<file path="config.mk">
export PLATFORM = sky130hd
export DESIGN_NAME = alu_exec_unit
export DESIGN_NICKNAME = d
export VERILOG_FILES = /design/src/rtl/alu_exec_unit.sv
export SDC_FILE = /design/constraint.sdc
export NUM_CORES = 1
export LEC_CHECK = 0
export BUFFER_PORTS_ARGS = -buffer_cell sky130_fd_sc_hd__buf_2
export CAP_MARGIN = 10
export CORE_MARGIN = 5
export CORE_UTILIZATION = 52
export CTS_BUF_LIST = sky130_fd_sc_hd__clkbuf_4 sky130_fd_sc_hd__clkbuf_8
export DETAILED_ROUTE_END_ITERATION = 8
export PLACE_DENSITY_LB_ADDON = 0.3
export SLEW_MARGIN = 5
export SYNTH_ARGS = -nofsm -noshare
export SYNTH_HDL_FRONTEND = slang
export SYNTH_SLANG_ARGS = --single-unit
</file>
<file path="constraint.sdc">
create_clock -name clk -period 3.8 [get_ports clk]
set_input_delay 0.57 -clock clk [delete_from_list [all_inputs] [get_ports clk]]
set_output_delay 0.57 -clock clk [all_outputs]
set_load 0.02 [all_outputs]
</file>
<file path="src/rtl/alu_exec_unit.sv">
// Handshaked multi-cycle ALU: operands captured on accept, result and flags registered in EXEC.
// Define ALU_EXEC_SHIFT_EN to add sll (code 100), executed one bit per cycle in the SHIFT state.
module alu_exec_unit #(
    parameter int WIDTH = 32
) (
    input  logic             clk,
    input  logic             rst,
    input  logic             in_valid,
    output logic             in_ready,
    input  logic [2:0]       ALUControl,
    input  logic [WIDTH-1:0] SrcA,
    input  logic [WIDTH-1:0] SrcB,
    output logic             out_valid,
    input  logic             out_ready,
    output logic [WIDTH-1:0] Result,
    output logic             Zero,
    output logic             Negative,
    output logic             Carry,
    output logic             Overflow,
    output logic             busy
);

`ifdef ALU_EXEC_SHIFT_EN
    typedef enum logic [1:0] {IDLE = 2'd0, EXEC = 2'd1, DONE = 2'd2, SHIFT = 2'd3} state_t;
`else
    typedef enum logic [1:0] {IDLE = 2'd0, EXEC = 2'd1, DONE = 2'd2} state_t;
`endif

    state_t           state;
    state_t           next_state;
    logic [2:0]       op_q;
    logic [WIDTH-1:0] a_q;
    logic [WIDTH-1:0] b_q;
    logic [WIDTH-1:0] alu_res;
    logic             alu_c;
    logic             alu_v;
    logic [WIDTH:0]   sum_add;
    logic [WIDTH:0]   sum_sub;
`ifdef ALU_EXEC_SHIFT_EN
    logic [4:0]       cnt;
    logic [WIDTH-1:0] shl;
`endif

    // Handshake: a transfer happens on any cycle where valid and ready are both high at the
    // rising edge; a producer holds its payload stable while valid is high and ready is low.
    always_comb begin
        in_ready  = (state == IDLE) || ((state == DONE) && out_ready);
        out_valid = (state == DONE);
        busy      = (state != IDLE);
    end

    always_comb begin
        next_state = state;
        case (state)
            IDLE: if (in_valid) next_state = EXEC;
            EXEC: begin
                next_state = DONE;
`ifdef ALU_EXEC_SHIFT_EN
                if ((op_q == 3'b100) && (b_q[4:0] != 5'd0)) next_state = SHIFT;
`endif
            end
`ifdef ALU_EXEC_SHIFT_EN
            SHIFT: if (cnt == 5'd1) next_state = DONE;
`endif
            DONE: if (out_ready) next_state = in_valid ? EXEC : IDLE;
            default: next_state = IDLE;
        endcase
    end

    always_comb begin
        sum_add = {1'b0, a_q} + {1'b0, b_q};
        sum_sub = {1'b0, a_q} + {1'b0, ~b_q} + {{WIDTH{1'b0}}, 1'b1};
        alu_res = '0;
        alu_c   = 1'b0;
        alu_v   = 1'b0;
        case (op_q)
            3'b000: begin
                alu_res = sum_add[WIDTH-1:0];
                alu_c   = sum_add[WIDTH];
                alu_v   = (a_q[WIDTH-1] == b_q[WIDTH-1]) && (sum_add[WIDTH-1] != a_q[WIDTH-1]);
            end
            3'b001: begin
                alu_res = sum_sub[WIDTH-1:0];
                alu_c   = sum_sub[WIDTH];
                alu_v   = (a_q[WIDTH-1] != b_q[WIDTH-1]) && (sum_sub[WIDTH-1] != a_q[WIDTH-1]);
            end
            3'b010: alu_res = a_q & b_q;
            3'b011: alu_res = a_q | b_q;
            3'b101: alu_res = {{(WIDTH-1){1'b0}}, ($signed(a_q) < $signed(b_q))};
`ifdef ALU_EXEC_SHIFT_EN
            // EXEC only seeds the shifter; the SHIFT state does the actual work.
            3'b100: alu_res = a_q;
`endif
            default: alu_res = '0;
        endcase
    end

`ifdef ALU_EXEC_SHIFT_EN
    assign shl = {Result[WIDTH-2:0], 1'b0};
`endif

    always_ff @(posedge clk) begin
        if (rst) begin
            state    <= IDLE;
            op_q     <= '0;
            a_q      <= '0;
            b_q      <= '0;
            Result   <= '0;
            Zero     <= 1'b0;
            Negative <= 1'b0;
            Carry    <= 1'b0;
            Overflow <= 1'b0;
`ifdef ALU_EXEC_SHIFT_EN
            cnt      <= '0;
`endif
        end else begin
            state <= next_state;
            if (in_valid && in_ready) begin
                op_q <= ALUControl;
                a_q  <= SrcA;
                b_q  <= SrcB;
            end
            if (state == EXEC) begin
                Result   <= alu_res;
                Zero     <= (alu_res == '0);
                Negative <= alu_res[WIDTH-1];
                Carry    <= alu_c;
                Overflow <= alu_v;
`ifdef ALU_EXEC_SHIFT_EN
                cnt      <= b_q[4:0];
`endif
            end
`ifdef ALU_EXEC_SHIFT_EN
            else if (state == SHIFT) begin
                Result   <= shl;
                Zero     <= (shl == '0);
                Negative <= shl[WIDTH-1];
                Carry    <= Result[WIDTH-1];
                Overflow <= 1'b0;
                cnt      <= cnt - 5'd1;
            end
`endif
        end
    end

endmodule

</file>
==> out/metrics.cfg <==
[worst_setup_path]
worst-setup-path-type=reg -> reg
crit_arrival_ns=3.99
worst-path-max-fanout=4
crit_path_end_kind=flip-flop
cp_slowest_stage_delay_ns=0.40
r2r_slack_ns=0.13
critPathLaunchType=flip-flop
cp.required_ns=4.12
worstPathCellList=ha_4 -> inv_2 -> fa_2 -> nor2b_2 -> o2111ai_2 -> and2_4 -> a221oi_4 -> a21oi_2 -> o31a_1 -> nor4b_2 -> buf_4 -> nand4_1 -> nor4_2 -> nand4_1 -> o41ai_2
cp_common_cell=sky130_fd_sc_hd__nand4_1
number_of_cell_instances_on_the_worst_register_to_register_path=15
r2r-end=Zero
worst_path_max_delay_cell=sky130_fd_sc_hd__dfxtp_4
regToRegStartpoint=b_q[0]

[floorplan]
floorplan.die_area_sq_um=20300
coreArea_sq_um=17200
start_util=0.529
chipHeight_microns=142
std_cell_rows=48
io-pin-count=110
die_w_microns=142

[power]
p_leak_nw=4.44
cellPowerDensity_nw_per_um2=317
worst_ir_drop_vdd_v=0.000299

[detailed_routing]
finalWirelength_microns=29400
detail_route.iter0.violations=964
route.vias.total=9646
drc_errors=0
post_drt_wl_per_cell_microns=18.3
vias_per_cell=6.00
drt_pass1_iterations=6
antenna_left=0

[yosys]
proportion_of_synthesized_chip_area_in_sequential_cells=0.228
synth_area_leader_cell=sky130_fd_sc_hd__dfxtp_1
yosys-mux-area-fraction=0.0129
post_synth_num_cell_types=83
post_synthesis_average_cell_area_sq_um=7.23
syn_area_sq_um=9110
synth-main-ff-cell=sky130_fd_sc_hd__dfxtp_1
area_share_of_the_largest_cell_type_after_synthesis=0.228
synth_xor_xnor_area_share=0.0106
synth-compound-area-share=0.284
synth_fa_ha_area_frac=0.139
ys_top_cells_by_area=sky130_fd_sc_hd__dfxtp_1 (23%), sky130_fd_sc_hd__ha_1 (13%), sky130_fd_sc_hd__a21oi_1 (8.6%)
synth-simple-area-share=0.231
ys_warn_count=0
postSynthRegisterBits=104
synth_cells=1261
synthArstFlopShare=0
synth_edf_count=0
mappedNetlistNets=1432
synth_top_family_by_area=compound AO/OA/AOI/OAI gates

[flow_run]
drv.max_cap_violation_count=0

[timing]
max_slew_margin=0.323
finalSetupTns_ns=0
worst_pin_slew_ns=1.02
max_freq_ghz=0.272
rsz0062_at_grt=yes
layout_worst_path_cycle_share=0.967
finalSetupViolations=0
worst_setup_margin_ns=0.126
post-route-min-period_ns=3.67
timing.final.max_slew_violations=0
finClkSkew_ns=0.0236
timing_hold_violations_final=0

[global_route]
first_pass_grt_wire_length_microns=46900
globalRouteOverflowTotal=0
grt_antenna_before_repair=0
grt.total_usage=0.284
via_count_of_the_first_global_routing_pass=9045
pin_count_of_the_biggest_net_entering_global_routing=97

[final_layout]
final_layout_size_suffix_gt1_frac=0.220
final_core_utilization=0.611
num-nets-final=1550
fill_cells=1622
syn2layout_area_growth_pct=15.6
antenna-diode-count=0

[clock_network]
cts.clk_slew.worst_paths_ns=0.13
cts_hold_buffers=0
cts-buffers-inserted=9
numClockSinks=104
ctsLongestPathBuffers=2
clock_insertion_delay_worst_skew_ns=0.41
cts_htree_levels=3
tritoncts=yes
ctsRootBufferMaster=sky130_fd_sc_hd__clkbuf_8

[worst_hold_path]
hold_path_class=in -> reg
worst_hold_path.num_cells=3
min-delay-start=SrcB[9]
hold_end=b_q[9]

[place]
pre_cts_slack_ns=0.0551
place_hpwl_microns=22000
globalplace.congestion=0.982
placement.io_buffers=109

[outcome]
status=completed

[metal layers]
metal | track usage | routed length [microns]
met2 | 0.455 | 13300
met5 | 0 | 0
met4 | 0.0840 | 796
met3 | 0.0588 | 2520
met1 | 0.387 | 12800
[per-stage QoR]
stage,instance area [sq um],total power (W),hold slack [ns],std cells
global route,10500,0.00355,0.360,1609
detailed placement,10000,0.00253,0.450,1590
CTS,10200,0.00327,0.359,1606
global placement,10000,0.00252,0.442,1590
finish,10500,0.00334,0.372,1609
floorplan,9110,0.00214,0.453,1261
[cell families after synthesis]
kind of cell	count (synthesis)
fa+ha+maj	100
flops	104
mux	10
xor+xnor	11
compound gates	394
buf+inv	179
simple gates	463
[worst max-delay path by stage]
stage | from | to | cells past startpoint
after global placement | b_q[0] | Zero | 15
after floorplan | a_q[11] | Zero | 14
after global routing | b_q[0] | Zero | 15
after detailed placement | b_q[0] | Zero | 15
final | b_q[0] | Zero | 15
after CTS | b_q[0] | Zero | 15
[state kept, by name, indices dropped and copies added, names as in the netlist]
register  count
Result       32
a_q          32
b_q          32
op_q          3
state         2
Carry         1
Overflow      1
Zero          1
[timing repair]
item                       CTS  global route
resized for setup            0            73
setup endpoints to repair    0             5
setup buffers                0             3
[report_power, final]
part | leakage, nW | internal, W | total [W] | switching, W
Sequential | 0.858 | 0.00116 | 0.00122 | 0.0000597
Combinational | 3.48 | 0.000539 | 0.00138 | 0.000845
Clock | 0.100 | 0.000265 | 0.000738 | 0.000473
[synthesized netlist by cell type (all sizes together) (3+ instances only)]
library cell / number
a2111oi: 6
a211o: 9
a211oi: 43
a21boi: 4
a21o: 18
a21oi: 157
a221oi: 3
a22oi: 3
a31oi: 8
and2: 7
and3: 4
buf: 19
clkbuf: 62
dfxtp: 104
ha: 98
inv: 98
mux2: 4
mux2i: 5
nand2: 208
nand2b: 11
nand3: 15
nand4: 20
nor2: 105
nor2b: 12
nor3: 35
nor3b: 3
nor4: 14
o2111ai: 7
o211a: 6
o211ai: 11
o21a: 9
o21ai: 51
o21bai: 11
o22ai: 4
o311ai: 5
o31a: 5
o31ai: 9
o32ai: 4
or2: 7
or3: 9
or4: 6
xnor2: 11
[worst max-delay path, delay by kind of cell (launching register included)]
family / cells / cell delay [ns]
buffers and inverters: 2 / 0.19
adder cells (fa/ha/maj): 2 / 0.52
AO/OA/AOI/OAI: 5 / 1.23
flip-flops: 1 / 0.40
AND/OR/NAND/NOR: 6 / 1.25
[cells in the final DEF, fill, tap and decap left out, drive strengths merged, types with 6 or more instances in the layout]
cell type  instances
nor2b             12
or4                6
nand2            208
a211oi            43
o21a               9
o211ai            11
or2                7
o21bai            11
o31ai              9
a2111oi            6
dfxtp            104
nor4              14
inv              102
nand2b            11
a21oi            157
o2111ai            7
xnor2             11
a31oi              8
buf              188
nor3              35
nand3             15
nand4             20
ha                98
o211a              6
a211o              9
and2               7
a21o              18
or3                9
clkbuf            10
nor2             105
o21ai             51
[cell type report]
type,instances,area [sq um],area share
clock buffers,10,131,0.0125
clock inverters,6,62.6,0.00594
inverters,98,368,0.0349
multi-input cells,978,6450,0.612
flip-flops and latches,104,2100,0.199
well taps,225,282,0.0267
repair buffers,188,1140,0.108
Note: power is estimated with default switching activity, not from simulation.
